<file path="src/rtl/alu_pkg.sv">
// Shared types and elaboration helpers for the chunked multi-cycle adder/subtractor.
package alu_pkg;

  typedef enum logic [1:0] {
    IDLE,
    BUSY,
    DONE
  } state_t;

  function automatic int chunkCount(input int width, input int chunk);
    return width / chunk;
  endfunction

  // A single-chunk build still needs a one-bit index register.
  function automatic int idxWidth(input int count);
    return (count > 1) ? $clog2(count) : 1;
  endfunction

endpackage

</file>
<file path="src/rtl/adder_chunk.sv">
// Combinational CHUNK-bit ripple-carry slice; also exposes the carry into its MSB.
module adder_chunk #(
  parameter int CHUNK = 8
) (
  input  logic [CHUNK-1:0] a,
  input  logic [CHUNK-1:0] b,
  input  logic             cin,
  output logic [CHUNK-1:0] s,
  output logic             cout,
  output logic             c_msb
);

  logic [CHUNK:0] w_c;

  always_comb begin
    w_c    = '0;
    s      = '0;
    w_c[0] = cin;
    for (int i = 0; i < CHUNK; i++) begin
      s[i]     = a[i] ^ b[i] ^ w_c[i];
      w_c[i+1] = (a[i] & b[i]) | (w_c[i] & (a[i] ^ b[i]));
    end
  end

  assign cout  = w_c[CHUNK];
  assign c_msb = w_c[CHUNK-1];

endmodule

</file>
<file path="src/rtl/multicycle_add_sub.sv">
// WIDTH-bit add/subtract computed CHUNK bits per clock through one shared slice.
// Optional signed-overflow flag is enabled by defining MULTICYCLE_ADD_SUB_OVF_EN.
module multicycle_add_sub
  import alu_pkg::*;
#(
  parameter int WIDTH = 32,
  parameter int CHUNK = 8
) (
  input  logic             clk,
  input  logic             rst_n,
  input  logic             in_valid,
  output logic             in_ready,
  input  logic [WIDTH-1:0] a,
  input  logic [WIDTH-1:0] b,
  input  logic             sub,
  input  logic             cin,
  output logic             out_valid,
  input  logic             out_ready,
  output logic [WIDTH-1:0] sum,
  output logic             cout,
  output logic             ovf,
  output logic             zero
);

  localparam int N     = chunkCount(WIDTH, CHUNK);
  localparam int IDX_W = idxWidth(N);

  if ((CHUNK < 1) || (CHUNK > WIDTH) || (WIDTH % CHUNK != 0)) begin : gParamCheck
    $error("multicycle_add_sub: WIDTH must be a positive multiple of CHUNK");
  end

  state_t             r_state;
  state_t             w_nextState;
  logic [WIDTH-1:0]   r_a;
  logic [WIDTH-1:0]   r_b;
  logic [WIDTH-1:0]   r_sum;
  logic [IDX_W-1:0]   r_idx;
  logic               r_carry;
  logic               r_cout;
  logic [31:0]        w_base;
  logic [CHUNK-1:0]   w_chunkS;
  logic               w_chunkCout;
  logic               w_chunkMsbC;
  logic               w_lastChunk;

  assign w_base      = 32'(r_idx) * 32'(CHUNK);
  assign w_lastChunk = (r_idx == IDX_W'(N - 1));

  adder_chunk #(.CHUNK(CHUNK)) u_adderChunk (
    .a    (r_a[w_base +: CHUNK]),
    .b    (r_b[w_base +: CHUNK]),
    .cin  (r_carry),
    .s    (w_chunkS),
    .cout (w_chunkCout),
    .c_msb(w_chunkMsbC)
  );

  always_ff @(posedge clk or negedge rst_n) begin
    if (!rst_n) r_state <= IDLE;
    else        r_state <= w_nextState;
  end

  always_comb begin
    w_nextState = r_state;
    in_ready    = 1'b0;
    out_valid   = 1'b0;
    unique case (r_state)
      IDLE: begin
        in_ready = 1'b1;
        if (in_valid) w_nextState = BUSY;
      end
      BUSY: begin
        if (w_lastChunk) w_nextState = DONE;
      end
      DONE: begin
        out_valid = 1'b1;
        if (out_ready) w_nextState = IDLE;
      end
      default: w_nextState = IDLE;
    endcase
  end

  // Subtraction is folded into the accept: B is inverted and cin becomes the borrow complement.
  always_ff @(posedge clk or negedge rst_n) begin
    if (!rst_n) begin
      r_a     <= '0;
      r_b     <= '0;
      r_sum   <= '0;
      r_idx   <= '0;
      r_carry <= 1'b0;
      r_cout  <= 1'b0;
    end else if ((r_state == IDLE) && in_valid) begin
      r_a     <= a;
      r_b     <= b ^ {WIDTH{sub}};
      r_carry <= cin ^ sub;
      r_idx   <= '0;
      r_sum   <= '0;
    end else if (r_state == BUSY) begin
      r_sum[w_base +: CHUNK] <= w_chunkS;
      r_carry                <= w_chunkCout;
      if (w_lastChunk) r_cout <= w_chunkCout;
      else             r_idx  <= r_idx + IDX_W'(1);
    end
  end

`ifdef MULTICYCLE_ADD_SUB_OVF_EN
  logic r_ovf;

  always_ff @(posedge clk or negedge rst_n) begin
    if (!rst_n) r_ovf <= 1'b0;
    else if ((r_state == BUSY) && w_lastChunk) r_ovf <= w_chunkMsbC ^ w_chunkCout;
  end

  assign ovf = r_ovf;
`else
  logic w_unusedMsbCarry;
  assign w_unusedMsbCarry = w_chunkMsbC;
  assign ovf              = 1'b0;
`endif

  assign sum  = r_sum;
  assign cout = r_cout;
  assign zero = (r_sum == '0);

endmodule

</file>
<file path="config.mk">
export PLATFORM = sky130hd
export DESIGN_NAME = multicycle_add_sub
export DESIGN_NICKNAME = d
export VERILOG_FILES = /design/src/rtl/alu_pkg.sv /design/src/rtl/adder_chunk.sv /design/src/rtl/multicycle_add_sub.sv
export SDC_FILE = /design/constraint.sdc
export NUM_CORES = 1
export LEC_CHECK = 0
export CAP_MARGIN = 30
export CORE_MARGIN = 8
export CORE_UTILIZATION = 30
export DETAILED_ROUTE_END_ITERATION = 12
export DONT_BUFFER_PORTS = 1
export GPL_ROUTABILITY_DRIVEN = 1
export PLACE_DENSITY = 0.44
export SLEW_MARGIN = 15
export SYNTH_ARGS = -nofsm -noshare
export SYNTH_HDL_FRONTEND = slang
export SYNTH_HIERARCHICAL = 1
export SYNTH_SLANG_ARGS = --single-unit
</file>
<file path="constraint.sdc">
create_clock -name clk -period 9.1 [get_ports clk]
set_input_delay 1.82 -clock clk [delete_from_list [all_inputs] [get_ports clk]]
set_output_delay 1.82 -clock clk [all_outputs]
set_load 0.05 [all_outputs]
</file>
==> results.toml <==
[run_status]
outcome = "completed"

[final_layout]
layout.cells.most_common = "dfrtp_1"
stdcell_area_um2 = 5390
fin_nets = 448
drive_above_1_share_pct = 20.0
fill_cells = 1612
syn_to_final_growth_pct = 10.1
most-common-layout-cells = "dfrtp_1 (102), nor2_1 (35), xnor2_1 (33), a21oi_1 (33), mux2_2 (33)"
fin_cells = 587
fin_util_pct = 33.8

[clocking]
cts_tree = "yes"
clk_latency_ns = 0.35
clock_path_buffers = 2
cts.sinks = 102
ctsRootBufferMaster = "clkbuf_16"
post_cts_buffers = 0
clkTransAtPathRegs_ns = 0.07
holdBufCountCts = 0
cts_buffers = 9
cts_resized = 0
ctsHtreeMaxLevel = 3

[yosys]
synth_nets = 455
ys_warn_count = 6
netlist_area_um2 = 4890
syn_avg_cell_area_um2 = 13.2
synthFlopType = "dfrtp_1"
ys_seq_area_share_pct = 52.1
synth_top_family_by_area = "multiplexers"
synth_edf_count = 0
synth_compound_area_share_pct = 9.92
synthArstFlopShare_pct = 100
yosysUniqueCellTypes = 31
synthSimpleGateAreaFrac_pct = 7.95
synth-xor-area-share_pct = 6.08
netlist_instances = 372
synth-seq-cells = 102
yosys.area_share.adder_pct = 4.55
synth_mux_area_share_pct = 15.2

[timing]
max_freq_mhz = 210
slew_headroom_pct = 37.6
rsz0062_at_grt = "false"
hold_ws_ns = 0.502
slew_viol_final = 0
skew_ns = 0.00692
fin_ws_ns = 4.35
fin_tns_setup_ns = 0
setup_viol = 0
min_period_over_period_pct = 52.2
hold_violations = 0
period_needed_ns = 4.75
worst_pin_slew_ns = 0.932

[pwr]
p_seq_share_pct = 39.1
comb_power_share_pct = 44.6
power_frac_clock_pct = 16.3
power_mw = 2.54
p_int_mw = 1.38
p_leak_nw = 2.21
power_density_nw_per_um2 = 471
swShare_pct = 45.6
power.switching_mw = 1.16
max-vdd-ir-drop_uv = 203

[detailed_routing]
drt_iter0_markers = 139
wl_per_cell_um = 20.6
drc = 0
dr.pass1.iters = 4
vias = 2893
wirelength_mm = 12.1
viasPerCell = 4.93
ant_nets = 0

[worst_setup_path]
worstSetupStartpointType = "register"
cp-end-kind = "register"
reg2reg_slack_ns = 4.35
crit_fanout = 20
cp-endpoint = "sum[7]"
worst-r2r-cell-count = 14
worstPathArrival_ns = 4.99
r2r_start = "r_idx[1]"
timing.rr.end = "sum[7]"
critPathKind = "register to register"
cp.required_ns = 9.34
crit_start = "r_idx[1]"

[worst_hold_path]
hp-class = "register to register"

[place]
pre_cts_slack_ns = 4.35
port_buffers = 0
placed_cell_area_um2 = 5040
gp_congestion = 0.737
placed_cells = 569
hpwlAfterDp_mm = 9.02

[global_routing]
antenna_found_initial = 0
overflow = 0
grt_pass1_wl_mm = 18.5
grt_max_degree = 103
first_global_vias = 3130
track_usage_pct = 12.2

[floorplan]
io_pins = 107
initial_utilization_pct = 30.7
die_x_um = 144
core-area_um2 = 15900
die_area_um2 = 20700
fp.dieH_um = 144
rows = 46

[flow_run]
drv_cap = 0
## logic make-up after synthesis
logic type,after synthesis
adders and majority gates,13
DFF,102
AOI/OAI and AO/OA,71
muxes,50
and+or+nand+nor,66
xor gates and xnor gates,34
other,1
buffers and inverters,35
## power by group through the flow
stage	Clock (mW)	Sequential, mW	Combinational (mW)
finish	0.413	0.992	1.13
floorplan	0	0.907	0.890
CTS	0.425	1.00	1.14
global route	0.443	1.03	1.24
detailed placement	0	1.01	1.14
global placement	0	1.01	1.11
## layer usage
metal,vias up,routed length [um],global-route usage [%]
li1,1308,-,-
met1,1471,4940,14.0
met2,103,5870,19.8
met3,11,1130,5.28
met4,0,156,4.21
met5,-,0,0
## registers in the layout, summed over array words and instances, names as in the netlist
| signal | cells |
|---|---|
| r_a | 32 |
| r_b | 32 |
| sum | 32 |
| r_idx | 2 |
| r_state | 2 |
| cout | 1 |
| r_carry | 1 |
## Yosys cell counts (all sizes together) (3+ instances only)
master	count	area [um^2]
nor2	35	131
a22o	32	280
dfrtp	102	2550
mux4	16	360
buf	23	156
a21oi	33	165
inv	12	45.0
fa	8	160
nor4b	3	71.3
nor4	9	71.3
mux2	33	372
a21o	4	30.0
xnor2	33	289
ha	5	62.6
nand2b	4	32.5
nand2	8	30.0
## worst min-delay path by stage
stage	cells past startpoint	to	slack [ns]	startpoint
2_1_floorplan	1	r_a[16]	0.48	r_a[16]
3_3_place_gp	1	r_a[11]	0.49	r_a[11]
3_5_place_dp	1	r_a[30]	0.49	r_a[30]
4_1_cts	1	r_a[30]	0.51	r_a[30]
5_1_grt	1	r_a[30]	0.52	r_a[30]
6_report	1	r_a[30]	0.50	r_a[30]
## layout make-up
type                       instances  area [um^2]  share of cell area, %
antenna                            1         2.50                 0.0464
clock buffer                      12          246                   4.58
tap                              216          270                   5.02
timing repair buffer               5         53.8                  0.999
clock inverter                     4         70.1                   1.30
multi-input combinational        235         2150                   39.9
inverter                          12         45.0                  0.836
sequential                       102         2550                   47.4
## worst max-delay path, cell delays in order, from the launching register on
cell and delay [ns]:
dfrtp_1 0.92, mux4_2 0.43, fa_1 0.42, inv_1 0.08, fa_1 0.16, inv_1 0.05, fa_1 0.37, fa_1 0.38
fa_1 0.38, fa_1 0.38, inv_1 0.11, fa_1 0.17, inv_1 0.05, fa_1 0.50, a22o_1 0.22
No activity file was read; power rests on OpenSTA's default activity.
